===== config.mk =====
export PLATFORM = sky130hd
export DESIGN_NAME = design1_wrapper
export DESIGN_NICKNAME = d
export VERILOG_FILES = /design/src/rtl/design1_wrapper.sv
export SDC_FILE = /design/constraint.sdc
export NUM_CORES = 2
export LEC_CHECK = 0
export BUFFER_PORTS_ARGS = -buffer_cell sky130_fd_sc_hd__buf_2
export CAP_MARGIN = 10
export CORE_MARGIN = 1
export CORE_UTILIZATION = 35
export CTS_CLUSTER_DIAMETER = 200
export CTS_CLUSTER_SIZE = 40
export DETAILED_ROUTE_END_ITERATION = 16
export HOLD_SLACK_MARGIN = 0.08
export PLACE_DENSITY = 0.59
export SYNTH_ARGS = -nofsm -noshare
export SYNTH_HDL_FRONTEND = slang
export SYNTH_SLANG_ARGS = --single-unit

===== constraint.sdc =====
create_clock -name aclk -period 10.5 [get_ports aclk]
set_input_delay 1.05 -clock aclk [delete_from_list [all_inputs] [get_ports aclk]]
set_output_delay 1.05 -clock aclk [all_outputs]
set_load 0.01 [all_outputs]

===== src/rtl/design1_wrapper.sv =====
// Bitcoin block hash: SHA-256(SHA-256(header)) of one 80-byte header over AXI-Stream.
// Optional macro AXIS_OUT_TLAST_EN adds m_axis_tlast on the last digest word.
module design1_wrapper #(
  parameter int C_AXIS_TDATA_WIDTH = 32
) (
  input  logic                          aclk,
  input  logic                          aresetn,
  input  logic [C_AXIS_TDATA_WIDTH-1:0] s_axis_tdata,
  input  logic                          s_axis_tvalid,
  output logic                          s_axis_tready,
  output logic [C_AXIS_TDATA_WIDTH-1:0] m_axis_tdata,
  output logic                          m_axis_tvalid,
  input  logic                          m_axis_tready
`ifdef AXIS_OUT_TLAST_EN
  ,
  output logic                          m_axis_tlast
`endif
);

  if (C_AXIS_TDATA_WIDTH != 32) begin : g_bad_width
    $error("design1_wrapper supports only C_AXIS_TDATA_WIDTH = 32");
  end

  typedef enum logic [2:0] {RECV, HASH1, HASH2, HASH3, SEND} state_t;

  localparam logic [31:0] IV [8] = '{
    32'h6a09e667, 32'hbb67ae85, 32'h3c6ef372, 32'ha54ff53a,
    32'h510e527f, 32'h9b05688c, 32'h1f83d9ab, 32'h5be0cd19};

  localparam logic [31:0] K [64] = '{
    32'h428a2f98, 32'h71374491, 32'hb5c0fbcf, 32'he9b5dba5, 32'h3956c25b, 32'h59f111f1, 32'h923f82a4, 32'hab1c5ed5,
    32'hd807aa98, 32'h12835b01, 32'h243185be, 32'h550c7dc3, 32'h72be5d74, 32'h80deb1fe, 32'h9bdc06a7, 32'hc19bf174,
    32'he49b69c1, 32'hefbe4786, 32'h0fc19dc6, 32'h240ca1cc, 32'h2de92c6f, 32'h4a7484aa, 32'h5cb0a9dc, 32'h76f988da,
    32'h983e5152, 32'ha831c66d, 32'hb00327c8, 32'hbf597fc7, 32'hc6e00bf3, 32'hd5a79147, 32'h06ca6351, 32'h14292967,
    32'h27b70a85, 32'h2e1b2138, 32'h4d2c6dfc, 32'h53380d13, 32'h650a7354, 32'h766a0abb, 32'h81c2c92e, 32'h92722c85,
    32'ha2bfe8a1, 32'ha81a664b, 32'hc24b8b70, 32'hc76c51a3, 32'hd192e819, 32'hd6990624, 32'hf40e3585, 32'h106aa070,
    32'h19a4c116, 32'h1e376c08, 32'h2748774c, 32'h34b0bcb5, 32'h391c0cb3, 32'h4ed8aa4a, 32'h5b9cca4f, 32'h682e6ff3,
    32'h748f82ee, 32'h78a5636f, 32'h84c87814, 32'h8cc70208, 32'h90befffa, 32'ha4506ceb, 32'hbef9a3f7, 32'hc67178f2};

  function automatic logic [31:0] bswap(input logic [31:0] x);
    return {x[7:0], x[15:8], x[23:16], x[31:24]};
  endfunction

  function automatic logic [31:0] ssig0(input logic [31:0] x);
    return {x[6:0], x[31:7]} ^ {x[17:0], x[31:18]} ^ {3'b0, x[31:3]};
  endfunction

  function automatic logic [31:0] ssig1(input logic [31:0] x);
    return {x[16:0], x[31:17]} ^ {x[18:0], x[31:19]} ^ {10'b0, x[31:10]};
  endfunction

  function automatic logic [31:0] bsig0(input logic [31:0] x);
    return {x[1:0], x[31:2]} ^ {x[12:0], x[31:13]} ^ {x[21:0], x[31:22]};
  endfunction

  function automatic logic [31:0] bsig1(input logic [31:0] x);
    return {x[5:0], x[31:6]} ^ {x[10:0], x[31:11]} ^ {x[24:0], x[31:25]};
  endfunction

  state_t      state, state_nx;
  logic        rdy_q;
  logic [4:0]  cnt;
  logic [6:0]  rnd;
  logic [2:0]  oc;
  logic [31:0] hdr [20];
  logic [31:0] hv  [8];
  logic [31:0] st  [8];
  logic [31:0] w   [16];
  logic [5:0]  kidx;
  logic [31:0] t1, t2, wnew;
  logic        s_hs, m_hs;

  assign s_axis_tready = (state == RECV) && rdy_q;
  assign m_axis_tvalid = (state == SEND);
  assign m_axis_tdata  = m_axis_tvalid ? bswap(hv[oc]) : '0;
`ifdef AXIS_OUT_TLAST_EN
  assign m_axis_tlast  = m_axis_tvalid && (oc == 3'd7);
`endif

  assign s_hs = s_axis_tvalid && s_axis_tready;
  assign m_hs = m_axis_tvalid && m_axis_tready;
  // rnd 1..64 maps to K[0..63]; rnd 64 wraps to index 63 in 6 bits
  assign kidx = rnd[5:0] - 6'd1;

  always_comb begin
    t1   = st[7] + bsig1(st[4]) + ((st[4] & st[5]) ^ (~st[4] & st[6])) + K[kidx] + w[0];
    t2   = bsig0(st[0]) + ((st[0] & st[1]) ^ (st[0] & st[2]) ^ (st[1] & st[2]));
    wnew = ssig1(w[14]) + w[9] + ssig0(w[1]) + w[0];
  end

  always_ff @(posedge aclk or negedge aresetn) begin
    if (!aresetn) state <= RECV;
    else          state <= state_nx;
  end

  always_comb begin
    state_nx = state;
    case (state)
      RECV:    if (s_hs && cnt == 5'd19) state_nx = HASH1;
      HASH1:   if (rnd == 7'd65) state_nx = HASH2;
      HASH2:   if (rnd == 7'd65) state_nx = HASH3;
      HASH3:   if (rnd == 7'd65) state_nx = SEND;
      SEND:    if (m_hs && oc == 3'd7) state_nx = RECV;
      default: state_nx = RECV;
    endcase
  end

  // Each compression: rnd 0 loads, rnd 1..64 are rounds, rnd 65 adds into hv.
  always_ff @(posedge aclk or negedge aresetn) begin
    if (!aresetn) begin
      rdy_q <= 1'b0;
      cnt   <= '0;
      rnd   <= '0;
      oc    <= '0;
      for (int unsigned i = 0; i < 8; i++) begin
        hv[i] <= '0;
        st[i] <= '0;
      end
      for (int unsigned i = 0; i < 16; i++) w[i] <= '0;
      for (int unsigned i = 0; i < 20; i++) hdr[i] <= '0;
    end else begin
      rdy_q <= 1'b1;
      case (state)
        RECV: if (s_hs) begin
          hdr[cnt] <= bswap(s_axis_tdata);
          cnt      <= (cnt == 5'd19) ? '0 : cnt + 5'd1;
        end
        HASH1, HASH2, HASH3: begin
          rnd <= (rnd == 7'd65) ? '0 : rnd + 7'd1;
          if (rnd == 7'd0) begin
            for (int unsigned i = 0; i < 16; i++) w[i] <= '0;
            if (state == HASH1) begin
              for (int unsigned i = 0; i < 16; i++) w[i] <= hdr[i];
              for (int unsigned i = 0; i < 8; i++) begin
                hv[i] <= IV[i];
                st[i] <= IV[i];
              end
            end else if (state == HASH2) begin
              for (int unsigned i = 0; i < 4; i++) w[i] <= hdr[16+i];
              w[4]  <= 32'h80000000;
              w[15] <= 32'd640;
              for (int unsigned i = 0; i < 8; i++) st[i] <= hv[i];
            end else begin
              for (int unsigned i = 0; i < 8; i++) begin
                w[i]  <= hv[i];
                hv[i] <= IV[i];
                st[i] <= IV[i];
              end
              w[8]  <= 32'h80000000;
              w[15] <= 32'd256;
            end
          end else if (rnd == 7'd65) begin
            for (int unsigned i = 0; i < 8; i++) hv[i] <= hv[i] + st[i];
          end else begin
            st[0] <= t1 + t2;
            st[1] <= st[0];
            st[2] <= st[1];
            st[3] <= st[2];
            st[4] <= st[3] + t1;
            st[5] <= st[4];
            st[6] <= st[5];
            st[7] <= st[6];
            for (int unsigned i = 0; i < 15; i++) w[i] <= w[i+1];
            w[15] <= wnew;
          end
        end
        SEND: if (m_hs) oc <= (oc == 3'd7) ? '0 : oc + 3'd1;
        default: ;
      endcase
    end
  end

endmodule


== Yosys cells after proc, flatten, opt, wreduce, memory -nomap -nowiden ==
Memories as Yosys holds them, arrays and structs flattened.
Index checks and enable logic that the tools add are counted.
Cells by class
  muxes and demuxes: 32
  magnitude comparators: 4
  reductions and logical operators: 15
  bitwise logic cells: 20
  equality and inequality tests: 13
  add/sub/neg operators: 22
Operators by type and width (count)
  $mux W256: 6
  $mux W512: 2
  $bwmux W640: 1
  $add A32 B32 Y32: 18
  $mux W288: 1
  $xor A32 B32 Y32: 9
  $mux W32: 7
  $mux W192: 1
  $and A32 B32 Y32: 5
  $demux W32 S5: 1
  $mux W160: 1
  $mux W128: 1
  $bmux W32 S3: 1
  $not A32 Y32: 1
  $xor A32 B22 Y32: 1
  $xor A32 B29 Y32: 1
  $mux W3: 6
  $pmux W3 S5: 1
  $mux W10: 1
  $reduce_and A2 Y1: 4
  $add A7 B1 Y7 const B: 1
  $eq A7 B7 Y1 const B: 1
  $ge A7 B7 Y1 const B: 1
  $logic_not A7 Y1: 1
  22 further kinds: 33
Word-level totals
  memories: 1
  input port bits: 36
  bits in read-only memories: 2048
  logic and storage cells: 164
  bits in registers: 1683
Memories
  (name not given): depth 64, width 32, rd ports 1, clocked after memory_dff 0, write ports 0, RTL line 86  | t1 = st[7] + bsig1(st[4]) + ((st[4] & st[5]) ^ (~st[4] & st[6])) + K[kidx] + w[0];

== Depth between registers and ports, before layout ==
  word-level depth: 10
  depth in mapped cells: 42

== Worst setup path after synthesis ==
Ideal clock, no wire load.
  path kind: register -> register
  start point: register rnd[0]
  end point: register st[252] (netlist bit)
  required time: 10371 ps
  arrival: 8192 ps
  buffers on the path: 3
  stages on the path, launching flop included: 40
  setup time: 129 ps
  clock period less this slack: 8321 ps
  setup slack: 2179 ps
  cells stage by stage: dfrtp_1 inv_1 clkbuf_1 ha_1 inv_1 ha_1 inv_1 clkbuf_1 clkbuf_1 ha_1 nand2_1 o31a_1 mux4_2 fa_1 ha_1 a21oi_1 o21bai_1 a21oi_1 [4 not listed] nor2_1 o21ai_0 nand2b_1 xor2_1 inv_1 fa_1 inv_1 ha_1 and3_1 nand2_1 nor3_1 nor3b_1 or3b_1 a21oi_2 o21bai_1 mux2_1 a32oi_1 o21ai_1
Between the ends
  cells in the longest elaborated chain, start to end: 10
RTL lines
  start: declaration: RTL line 63  | logic [6:0] rnd;
  start signal: assignment: RTL line 129  | rnd <= (rnd == 7'd65) ? '0 : rnd + 7'd1;
  $sub A6 B1 Y6: RTL line 83  | assign kidx = rnd[5:0] - 6'd1;
  $not A6 Y7 (implied by the code): RTL line 86
  $mem_v2 Z64 W32
  $mux W32 (implied by the code) (2 in a row): RTL line 86
  $add A32 B32 Y32 (2 in a row): RTL line 86
  $add A32 B32 Y32: RTL line 155  | st[0] <= t1 + t2;
  $mux W256: RTL line 152  | end else if (rnd == 7'd65) begin
  $mux W256: RTL line 130  | if (rnd == 7'd0) begin
  end signal: indexed assignment: RTL line 136  | st[i] <= IV[i];
  end signal: indexed assignment: RTL line 147  | st[i] <= IV[i];
  end: declaration: RTL line 67  | logic [31:0] st [8];
Several ways; a longest one is shown, not always the timed one. The select of a mux whose other input is x is not followed.
A chain may end at the register's enable or synchronous reset.

== Worst setup path in the final report ==
  start point: register rnd[2]
  end point: register st[123] (netlist bit)
Between the ends
  cells in the longest elaborated chain, start to end: 10
RTL lines
  $sub A6 B1 Y6: RTL line 83
  $not A6 Y7 (implied by the code): RTL line 86
  $mem_v2 Z64 W32
  $mux W32 (implied by the code) (2 in a row): RTL line 86
  $add A32 B32 Y32 (2 in a row): RTL line 86
  $add A32 B32 Y32: RTL line 159  | st[4] <= st[3] + t1;
  $mux W256: RTL line 152
  $mux W256: RTL line 130
Several ways; a longest one is shown, not always the timed one. The select of a mux whose other input is x is not followed.

==> impl_metrics.py <==
metrics = {
    "floorplan": {
        "pin_count": 70,
        "start_util_pct": 35.29,
        "core_um2": 289100,
        "die-area_um2": 293700,
        "num_rows": 197,
        "die_h_um": 542.0,
        "die_width_um": 542.0,
    },
    "timing": {
        "fin_tns_setup_ns": 0,
        "worst_slew_pin_slew_ns": 1.273,
        "fmax_mhz": 104.7,
        "period_needed_ns": 9.547,
        "maxSlewHeadroom_pct": 15.17,
        "fin_skew_ns": 0.06789,
        "rsz0062_at_grt": "false",
        "hold_viol": 0,
        "setup_violations": 0,
        "timing.hold.ws_ns": 0.2482,
        "drv_slew": 0,
        "min_period_over_period_pct": 90.92,
    },
    "logic_synthesis": {
        "syn_nets": 11526,
        "synth.largest_area_cell": "dfrtp_1",
        "ys_async_sr_fraction_pct": 100.0,
        "syn_area_um2": 102000,
        "synth_area_leaders": "dfrtp_1 41%, mux2_2 7.4%, ha_1 4.8%",
        "synth.avg_cell_area_um2": 9.361,
        "ys_warn_count": 0,
        "synthCells": 10901,
        "synth_edf_count": 0,
        "post-synth-top-count-cell": "dfrtp_1",
        "synth.distinct_cells": 100,
        "synthFlopType": "dfrtp_1",
        "ys_seq_elements": 1683,
        "yosysSeqAreaShare_pct": 41.27,
        "synthTopCellsByCount": "1683 x dfrtp_1, 1137 x nand2_1, 858 x o21ai_0",
        "yosysTopAreaCellShare_pct": 41.27,
    },
    "drt": {
        "wl_per_cell_um": 27.49,
        "viasPerCell": 5.888,
        "drc_errors": 0,
        "drt-total-wl_um": 392500,
        "vias": 84047,
        "drtPass1Iterations": 6,
        "first_iter_violations": 9712,
        "ant_nets": 0,
    },
    "final_layout": {
        "fin_nets": 11000,
        "multi_input_area_um2": 55030,
        "areaGrowthSynthToFinish_pct": 5.399,
        "drive_gt1_share_pct": 11.31,
        "fillers": 28914,
        "register_area_um2": 42120,
        "utilization_pct": 37.20,
    },
    "clock_network": {
        "cts_buffer_depth": 3,
        "clock_latency_ns": 0.80,
        "postCtsHoldBufs": 0,
        "htree_levels": 2,
        "tritoncts": "done",
        "clkSinkCount": 1683,
        "cts_setup_buffers": 0,
        "cts_made_buffers": 48,
        "cts_root_buf": "clkbuf_16",
        "cts.clk_slew.worst_paths_ns": 0.19,
        "post_cts_resized": 0,
    },
    "place": {
        "gp_congestion": 0.9774,
        "port_buffers": 69,
        "dpl.hpwl_um": 281900,
    },
    "power": {
        "peakVddDrop_mv": 0.1332,
        "pwr-share-seq_pct": 46.0,
        "power_density_nw_per_um2": 163.9,
        "p_int_mw": 10.78,
        "p_leak_nw": 49.53,
        "switchingPower_mw": 6.847,
        "clockPowerShare_pct": 16.9,
        "swShare_pct": 38.85,
        "combPwrFrac_pct": 37.0,
    },
    "status": {
        "status": "complete, no violations",
    },
    "worst_setup_path": {
        "critical_path_buf_inv_count": 3,
        "cp_top_family": "compound AO/OA/AOI/OAI gates",
        "critPathSlowestCell": "o21ai_0",
        "start_kind": "register",
        "critPathMaxFanout": 18,
        "crit_top_cell": "o21ai_0",
        "required_ns": 11.06,
        "slowest_delay_ns": 0.94,
        "rr_startpoint": "rnd[2]$_DFFE_PN0P_",
        "worstSetupStartpoint": "rnd[2]$_DFFE_PN0P_",
        "setup.worst_path.class": "register to register",
        "cp_data_arrival_time_ns": 10.10,
        "crit_path_end_kind": "register",
    },
    "global_routing": {
        "grt_overflow": 0,
        "grt_max_degree": 246,
        "antenna_found_initial": 21,
        "track_usage_pct": 26.11,
        "grt_pass1_vias": 80291,
        "grt_pass1_wl_um": 570700,
    },
    "min_path": {
        "worstHoldPathType": "input port to async pin",
    },
    "run": {
        "cap_violations": 0,
    },
}
## routing by layer
metal	global-route usage (%)	vias up	wire length [um]
li1	-	37208	-
met2	41.06	3315	178600
met1	36.28	43034	167700
met4	10.14	0	17720
met3	3.567	490	28500
met5	0	-	0
## path summary, 6_finish.rpt
path / to / slack (ns) / depth (start not counted)
min: hdr[352]$_DFFE_PN0P_ / 0.25 / 1
min in group aclk: w[17]$_DFFE_PN0P_ / 0.49 / 2
max reg2reg: st[123]$_DFFE_PN0P_ / 0.95 / 33
min reg2reg: w[17]$_DFFE_PN0P_ / 0.49 / 2
max: st[123]$_DFFE_PN0P_ / 0.95 / 33
max in group asynchronous: oc[1]$_DFFE_PN0P_ / 7.62 / 3
## kinds of logic (layout without fill, tap and decap cells)
| group | after synthesis | count (layout) | share of synthesized area [%] |
|---|---|---|---|
| adder cells (fa/ha/maj) | 592 | 592 | 8.693 |
| AND/OR/NAND/NOR | 2927 | 2927 | 12.38 |
| AO/OA/AOI/OAI | 2960 | 2960 | 18.31 |
| other | 1 | 16 | 0.003675 |
| buffers and inverters | 1382 | 860 | 5.088 |
| XOR/XNOR | 571 | 571 | 4.922 |
| multiplexers | 785 | 785 | 9.334 |
| flip-flops | 1683 | 1683 | 41.27 |
## cells in the final DEF (no fill, tap or decap), types with 21 or more instances in the layout
master     synthesis  routed
xor2_1           252     251
nor3_1           176     174
and3_1            34      34
mux4_2            66      66
ha_1             393     392
mux2i_1           46      45
o211ai_1          88      88
a21o_1           169     169
a221oi_1          24      24
a22oi_1          147     147
o21bai_1          52      52
o31ai_1          115     113
o21ai_0          858     855
a31oi_1          387     386
a21oi_1          635     635
nor2b_1           53      53
nand2_1         1137    1133
a221o_1          133     133
buf_2              4      68
a211oi_1          43      43
nor2_1           849     846
buf_4              0     202
nand4_1           21      21
nand3_1          465     450
dfrtp_1         1683    1680
inv_1            512     512
mux2_2           672     672
nand2b_1          63      62
o22a_1            31      31
clkbuf_16          0      50
fa_1             196     196
xnor2_1          317     313
or3_1             45      44
o21a_1            58      58
## power groups by stage
stage          sequential, mW  combinational [mW]  clock, mW
2_1_floorplan            7.82                4.44          0
3_3_place_gp             8.17                6.43          0
3_5_place_dp             8.22                6.48          0
4_1_cts                  8.09                6.52       3.05
5_1_grt                  8.20                7.12       3.21
6_report                 8.11                6.53       2.98
## per-stage QoR
step	std cells	cell area, um^2	worst slack, ns	total power [mW]
floorplan	10901	102000	2.179	12.26
global placement	14204	106200	0.9687	14.60
detailed placement	14204	106200	0.9635	14.70
CTS	14258	107500	0.8721	17.65
global route	14266	107500	0.2292	18.54
finish	14274	107600	0.9531	17.62
## sequential cells by signal (all words and copies together), names as in the netlist
register,flops
st,256
rnd,7
state,3
hdr,640
w,512
cnt,5
rdy_q,1
oc,3
hv,256
## cell type report
class / count / area share (%)
Clock buffer: 51 / 1.167
Antenna cell: 15 / 0.03490
Tap cell: 3880 / 4.514
Multi-Input combinational cell: 7836 / 51.16
Timing Repair Buffer: 291 / 2.109
Clock inverter: 3 / 0.05235
Inverter: 515 / 1.797
Sequential cell: 1683 / 39.16
Note: power is estimated with default switching activity, not from simulation.
